### src/rtl/order_content_ctrl.sv
// order_content RAM front-end: zero sweep after reset, then
// WRITE/READ/CLEAR serialised onto port A with a 2-deep read buffer.
module order_content_ctrl #(
  parameter int ADDR_WIDTH = 12,
  parameter int DATA_WIDTH = 200
) (
  input  logic                  axis_aclk,
  input  logic                  axis_resetn,
  input  logic                  cmd_valid,
  output logic                  cmd_ready,
  input  logic [1:0]            cmd_op,
  input  logic [ADDR_WIDTH-1:0] cmd_addr,
  input  logic [DATA_WIDTH-1:0] cmd_data,
  output logic                  rsp_valid,
  input  logic                  rsp_ready,
  output logic [ADDR_WIDTH-1:0] rsp_addr,
  output logic [DATA_WIDTH-1:0] rsp_data,
  output logic                  init_done,
  output logic [ADDR_WIDTH-1:0] ram_addr_a,
  output logic [DATA_WIDTH-1:0] ram_din_a,
  output logic                  ram_we_a,
  input  logic [DATA_WIDTH-1:0] ram_dout_a
);

  typedef enum logic {
    S_INIT,
    S_RUN
  } state_t;

  localparam logic [1:0] OP_WR  = 2'b01;
  localparam logic [1:0] OP_RD  = 2'b10;
  localparam logic [1:0] OP_CLR = 2'b11;

  localparam logic [ADDR_WIDTH-1:0] A_ONE = 1;

  state_t                state;
  logic [ADDR_WIDTH-1:0] sweep;

  logic                  rd_inflight;
  logic [ADDR_WIDTH-1:0] rd_addr_q;

  logic [DATA_WIDTH-1:0] buf_data [2];
  logic [ADDR_WIDTH-1:0] buf_addr [2];
  logic                  wr_ptr;
  logic                  rd_ptr;
  logic [1:0]            buf_count;

  logic                  accept;
  logic                  push;
  logic                  pop;
  logic [2:0]            occ;

  assign rsp_valid = (buf_count != 2'd0);
  assign pop       = rsp_valid && rsp_ready;
  assign push      = rd_inflight;

  // a pop this cycle frees a slot in time for a read issued now
  assign occ = {1'b0, buf_count}
             + {2'b00, rd_inflight}
             - {2'b00, pop};

  assign cmd_ready = (state == S_RUN) && (occ < 3'd2);
  assign accept    = cmd_valid && cmd_ready;

  assign rsp_data = buf_data[rd_ptr];
  assign rsp_addr = buf_addr[rd_ptr];

  always_comb begin
    ram_we_a   = 1'b0;
    ram_addr_a = cmd_addr;
    ram_din_a  = '0;
    unique case (1'b1)
      (state == S_INIT): begin
        ram_we_a   = 1'b1;
        ram_addr_a = sweep;
      end
      (accept && cmd_op == OP_WR): begin
        ram_we_a  = 1'b1;
        ram_din_a = cmd_data;
      end
      (accept && cmd_op == OP_CLR): begin
        ram_we_a = 1'b1;
      end
      default: begin
      end
    endcase
  end

  always_ff @(posedge axis_aclk or negedge axis_resetn) begin
    if (!axis_resetn) begin
      state     <= S_INIT;
      sweep     <= '0;
      init_done <= 1'b0;
    end else begin
      unique case (state)
        S_INIT: begin
          sweep <= sweep + A_ONE;
          if (sweep == '1) begin
            state     <= S_RUN;
            init_done <= 1'b1;
          end
        end
        S_RUN: begin
        end
        default: state <= S_INIT;
      endcase
    end
  end

  always_ff @(posedge axis_aclk or negedge axis_resetn) begin
    if (!axis_resetn) begin
      rd_inflight <= 1'b0;
      rd_addr_q   <= '0;
    end else begin
      rd_inflight <= accept && (cmd_op == OP_RD);
      if (accept && cmd_op == OP_RD) begin
        rd_addr_q <= cmd_addr;
      end
    end
  end

  always_ff @(posedge axis_aclk or negedge axis_resetn) begin
    if (!axis_resetn) begin
      buf_data[0] <= '0;
      buf_data[1] <= '0;
      buf_addr[0] <= '0;
      buf_addr[1] <= '0;
      wr_ptr      <= 1'b0;
      rd_ptr      <= 1'b0;
      buf_count   <= 2'd0;
    end else begin
      if (push) begin
        buf_data[wr_ptr] <= ram_dout_a;
        buf_addr[wr_ptr] <= rd_addr_q;
        wr_ptr           <= ~wr_ptr;
      end
      if (pop) begin
        rd_ptr <= ~rd_ptr;
      end
      unique case ({push, pop})
        2'b10:   buf_count <= buf_count + 2'd1;
        2'b01:   buf_count <= buf_count - 2'd1;
        default: buf_count <= buf_count;
      endcase
    end
  end

endmodule

### config.mk
export PLATFORM = sky130hd
export DESIGN_NAME = order_content_ctrl
export DESIGN_NICKNAME = d
export VERILOG_FILES = /design/src/rtl/order_content_ctrl.sv
export SDC_FILE = /design/constraint.sdc
export NUM_CORES = 1
export LEC_CHECK = 0
export BUFFER_PORTS_ARGS = -buffer_cell sky130_fd_sc_hd__buf_2
export CAP_MARGIN = 30
export CORE_AREA = 5 5 329 331
export CTS_CLUSTER_DIAMETER = 30
export DETAILED_ROUTE_END_ITERATION = 16
export DIE_AREA = 0 0 334 336
export PLACE_DENSITY = 0.52
export SLEW_MARGIN = 20
export SYNTH_ARGS = -nofsm -noshare
export SYNTH_HDL_FRONTEND = slang
export SYNTH_SLANG_ARGS = --single-unit
### constraint.sdc
create_clock -name axis_aclk -period 4.04 [get_ports axis_aclk]
set_input_delay 0 -clock axis_aclk [delete_from_list [all_inputs] [get_ports axis_aclk]]
set_output_delay 0 -clock axis_aclk [all_outputs]
set_load 0.005 [all_outputs]
Yosys cells after proc, flatten, opt, wreduce, memory -nomap -nowiden:

Cells that the tools add are included.

* muxes and demuxes: 18
* equality and inequality tests: 6
* reductions and logical operators: 11
* add/subtract/negate cells: 5
* $lt $le $gt $ge: 4
* bitwise operators: 5

Operators with widths (count)
* $mux W200: 5
* $bwmux W400: 1
* $demux W200 S1: 1
* $mux W12: 5
* $bwmux W24: 1
* $add A12 B1 Y12 const B: 1
* $demux W12 S1: 1
* $eq A12 B12 Y1 const B: 1
* $logic_and A1 B1 Y1: 7
* $eq A2 B2 Y1 const B: 3
* $eq A2 B1 Y1 const B: 2
* $ge A2 B2 Y1 const B: 2
* $not A1 Y2: 2
* $pmux W2 S2: 1
* $reduce_bool A2 Y1: 2
* $add A2 B1 Y3: 1
* $lt A3 B2 Y1 const B: 1
* $mux W1: 3
* $not A1 Y1: 3
* $reduce_or A3 Y1: 1
* $sub A3 B1 Y3: 1
* $add A2 B1 Y2 const B: 1
* $lt A2 B1 Y1 const B: 1
* $reduce_and A2 Y1: 1
* $sub A2 B1 Y2 const B: 1

* word-level logic and storage cells: 61
* output and inout port bits: 428
* flip-flop bits (word level): 455

Logic depth before layout (Yosys ltp):

* depth in word-level cells: 9
* gate-level depth with buffers: 10
* mapped depth without buffers: 8

Worst setup path before layout:

Ideal clock, no wire load.

* path kind: register -> register
* from: register buf_count[1]
* to: register rd_addr_q[10]
* stages on the path, launching flop included: 10
* path slack: 1.058 ns
* buffers on the path: 1
* arrival: 2.857 ns
* path through: dfrtp_1 or2_2 and2_1 ha_1 nand2b_1 fa_1 nand2_1 nor3_2 buf_4 mux2_2

* word-level cells in the longest chain between the ends: 7

Ends and longest elaborated chain
* start: declaration: line 46 `logic [1:0] buf_count;`
* start signal: assignment: line 141 `2'b10: buf_count <= buf_count + 2'd1;`
* start signal: assignment: line 142 `2'b01: buf_count <= buf_count - 2'd1;`
* start signal: assignment: line 143 `default: buf_count <= buf_count;`
* $reduce_bool A2 Y1: line 53 `assign rsp_valid = (buf_count != 2'd0);`
* via rsp_valid: line 14 `output logic rsp_valid,`
* $logic_and A1 B1 Y1: line 54 `assign pop = rsp_valid && rsp_ready;`
* via pop: line 50 `logic pop;`
* $sub A3 B1 Y3: line 60 `- {2'b00, pop};`
* $lt A3 B2 Y1: line 62 `assign cmd_ready = (state == S_RUN) && (occ < 3'd2);`
* $logic_and A1 B1 Y1: line 62
* $logic_and A1 B1 Y1: line 63 `assign accept = cmd_valid && cmd_ready;`
* $logic_and A1 B1 Y1: line 116 `if (accept && cmd_op == OP_RD) begin`
* end signal: assignment: line 117 `rd_addr_q <= cmd_addr;`
* end: declaration: line 40 `logic [ADDR_WIDTH-1:0] rd_addr_q;`

The timed path passes the listed nets, and every way through them passes these cells.
A chain may end at the register's enable or synchronous reset.

Worst setup path in the final report:

* from: register buf_count[1]
* to: output port ram_din_a[184]

* word-level cells in the longest chain between the ends: 8

Ends and longest elaborated chain
* $reduce_bool A2 Y1: line 53
* $logic_and A1 B1 Y1: line 54
* via pop: line 50
* $sub A3 B1 Y3: line 60
* $lt A3 B2 Y1: line 62
* $logic_and A1 B1 Y1: line 62
* $logic_and A1 B1 Y1: line 63
* $logic_and A1 B1 Y1: line 77 `(accept && cmd_op == OP_WR): begin`
* $mux W200: line 72 `unique case (1'b1)`
* end: declaration: line 20 `output logic [DATA_WIDTH-1:0] ram_din_a,`

The timed path passes the listed nets, and every way through them passes these cells.

==> results.yml <==
setup_path:
  cp-end-kind: "primary output"
  crit_type: "reg2out"
  cp-start-kind: "flip-flop"
  crit_fanout: 59
  reg2reg_to: "rd_addr_q[7]"
  crit_required_ns: 4.04
  r2r_slack_ns: 0.39
  crit_end: "ram_din_a[184]"
  r2r_start: "buf_count[1]"
  r2r_cells: 10
  worstPathArrival_ns: 3.87
  startpoint: "buf_count[1]"
yosys:
  synth_top_area_share_pct: 54.2
  synth.area.top_cells: "dfrtp_1 (54%), mux2_2 (35%), and2_1 (5.3%)"
  syn_area_per_cell_um2: 14.3
  yosysUniqueCellTypes: 33
  syn_nets: 1893
  synth_compound_area_share_pct: 0.137
  syn_inst: 1471
  ys_ff_latch: 455
  synth_top_area_cell: "dfrtp_1"
  synth_top_family_by_area: "multiplexers"
  seq_area_frac_synth_pct: 54.2
  syn_area_um2: 21000
  synth.area.mux_share_pct: 35.3
  yosysWarnings: 0
  synth_xor_area_share_pct: 0.744
  synth_simple_gate_area_share_pct: 6.99
  yosys.area_share.adder_pct: 0.274
pwr:
  p_comb_share_pct: 17.5
  switching_share_pct: 25.4
  irDropWorstVdd_mv: 0.417
  leakagePower_nw: 16.8
  clkPwrFrac_pct: 53.9
  p_switching_mw: 4.32
  power_density_nw_per_um2: 511
  p_seq_share_pct: 28.6
  power_mw: 17.0
  internal_power_mw: 12.7
route:
  drt-pass1-iter-count: 5
  drtIter0Drc: 807
  drcViolationCount: 0
  num_vias: 16500
  via_per_inst: 4.03
  drt-wirelength-per-cell_um: 19.2
  ant_nets: 0
  wirelength_mm: 78.8
global_route:
  globalRouteTotalUtil_pct: 13.3
  grt_pass1_wl_mm: 115
  overflow: 0
  grt_start_max_net_pins: 129
  antenna_found_initial: 24
  grt_pass1_vias: 17800
sta:
  min_period_ns: 3.87
  worst_pin_slew_ns: 0.792
  period_share_pct: 95.8
  worst_slack_ns: 0.168
  finalMaxSlewViolations: 0
  max_slew_margin_pct: 47.2
  skew_ns: 0.0196
  fmax_ghz: 0.258
  setup_tns_ns: 0
  finalSetupViolCount: 0
  hold_violations: 0
flow_run:
  drv_cap: 0
place:
  place_ws_ns: 0.666
  place_area_um2: 26900
  io_buffers: 845
  finalWeightedCongestion: 0.912
  dp_hpwl_mm: 58.3
  dp.cells: 3645
die:
  start_util_pct: 20.0
  rows: 119
  pin_count: 846
  die_w_um: 334
  die_h_um: 336
  coreArea_um2: 105000
  die_area_um2: 112000
clocking:
  cts_buffers: 113
  numClockSinks: 455
  root_buffer: "clkbuf_16"
  cts_tree: "yes"
  clock_path_buffers: 3
  insertion_delay_ns: 0.65
  clk_pin_slew_ns: 0.05
  htreeDepth: 3
finish:
  fillers: 10600
  regArea_um2: 11400
  multiInputGateArea_um2: 9150
  syn2layout_area_growth_pct: 58.2
  stdcell_area_um2: 33200
  drive_above_1_share_pct: 64.9
  final_nets: 3014
  final_cells: 4097
worst_hold_path:
  hold_path.class: "in2async"
status:
  status: "completed"
## cells by family (layout without fill, tap and decap cells)
| family | count (synthesis) | count (layout) |
|---|---|---|
| XOR/XNOR | 17 | 17 |
| AO/OA/AOI/OAI | 4 | 4 |
| multiplexers | 659 | 659 |
| adder cells (fa/ha/maj) | 4 | 4 |
| AND/OR/NAND/NOR | 232 | 232 |
| flip-flops | 455 | 455 |
| buffers and inverters | 100 | 1316 |
| other | 0 | 19 |
## critical path: stages, from the launching register on
cell      delay [ns]
dfrtp_1         0.45
or2_2           0.31
and2_1          0.20
ha_1            0.32
nand2b_1        0.18
fa_1            0.43
xor2_2          0.20
nor4_4          0.31
buf_12          0.22
buf_16          0.21
and2_1          0.18
buf_2           0.12
## cell type report
type / instances / share of cell area, %
flip-flops and latches: 455 / 34.3
diodes: 19 / 0.143
clock inverters: 61 / 2.39
well taps: 1391 / 5.24
multi-input cells: 916 / 27.5
repair buffers: 1103 / 20.8
inverters: 3 / 0.0339
clock buffers: 149 / 9.55
## routing by layer
metal	GRT usage, %	part of all wire, %	vias up
li1	-	-	7483
met1	18.2	45	8215
met2	18.9	42	710
met3	6.23	11	94
met4	3.25	1.5	4
met5	1.04	0.20	-
## power groups by stage
stage | logic [mW] | clock network, mW | registers [mW]
2_1_floorplan | 1.51 | 0 | 4.80
3_3_place_gp | 2.84 | 0 | 4.93
3_5_place_dp | 2.82 | 0 | 4.93
4_1_cts | 3.02 | 9.39 | 4.87
5_1_grt | 3.20 | 9.65 | 4.88
6_report | 2.97 | 9.16 | 4.86
## cell usage after synthesis, drive strengths merged
cell type,count
and3b,1
nor4b,1
nor4,1
or2,1
xnor2,9
clkbuf,27
ha,3
or3,1
nand2,9
dfrtp,455
nor3,3
nand3b,1
xor2,8
and2,179
o21ai,2
buf,70
nor3b,23
a41o,1
nand4b,1
mux2,659
nor2,6
nand2b,2
nand4,3
inv,3
fa,1
a31o,1
## registers in the layout, indices dropped and copies added (netlist names)
| register | cells |
|---|---|
| rd_ptr | 1 |
| rd_addr_q | 12 |
| buf_data | 400 |
| buf_count | 2 |
| buf_addr | 24 |
| sweep | 12 |
| wr_ptr | 1 |
| push | 1 |
| state | 1 |
| init_done | 1 |
## worst min-delay path by stage
| stage | slack [ns] | endpoint | from | cells after the start |
|---|---|---|---|---|
| floorplan | -0.30 | buf_addr[0] | axis_resetn | 0 |
| global placement | 0.005 | buf_data[53] | axis_resetn | 1 |
| detailed placement | 0.01 | buf_data[255] | axis_resetn | 1 |
| CTS | 0.004 | buf_data[252] | axis_resetn | 3 |
| global route | 0.05 | buf_data[252] | axis_resetn | 3 |
| finish | 0.02 | buf_data[53] | axis_resetn | 3 |
## cells in the final DEF, fill, tap and decap left out, types with 8 or more instances in the layout
master	count
and2_1	179
buf_12	10
buf_2	844
buf_4	25
bufinv_16	14
clkbuf_1	16
clkbuf_16	115
clkbuf_8	19
clkinv_2	23
clkinvlp_4	18
dfrtp_1	454
diode_2	19
dlygate4sd3_1	219
mux2_2	657
nand2_1	8
nor3b_1	23
xnor2_1	9
## repair_timing
action | in CTS | in global routing
setup buffers | 0 | 1
endpoints found under the setup margin | 115 | 122
hold buffers | 220 | 0
gates resized for setup | 3 | 0
pin swaps | 0 | 1
endpoints found under the hold margin | 863 | 0
cloned | 1 | 1
## metrics by stage
stage	util, %	hold slack (ns)
floorplan	-	-0.296
global route	31.7	0.0548
global placement	25.7	0.00530
CTS	31.6	0.00416
finish	31.7	0.0204
detailed placement	25.7	0.0141
No activity file was read; power rests on OpenSTA's default activity.
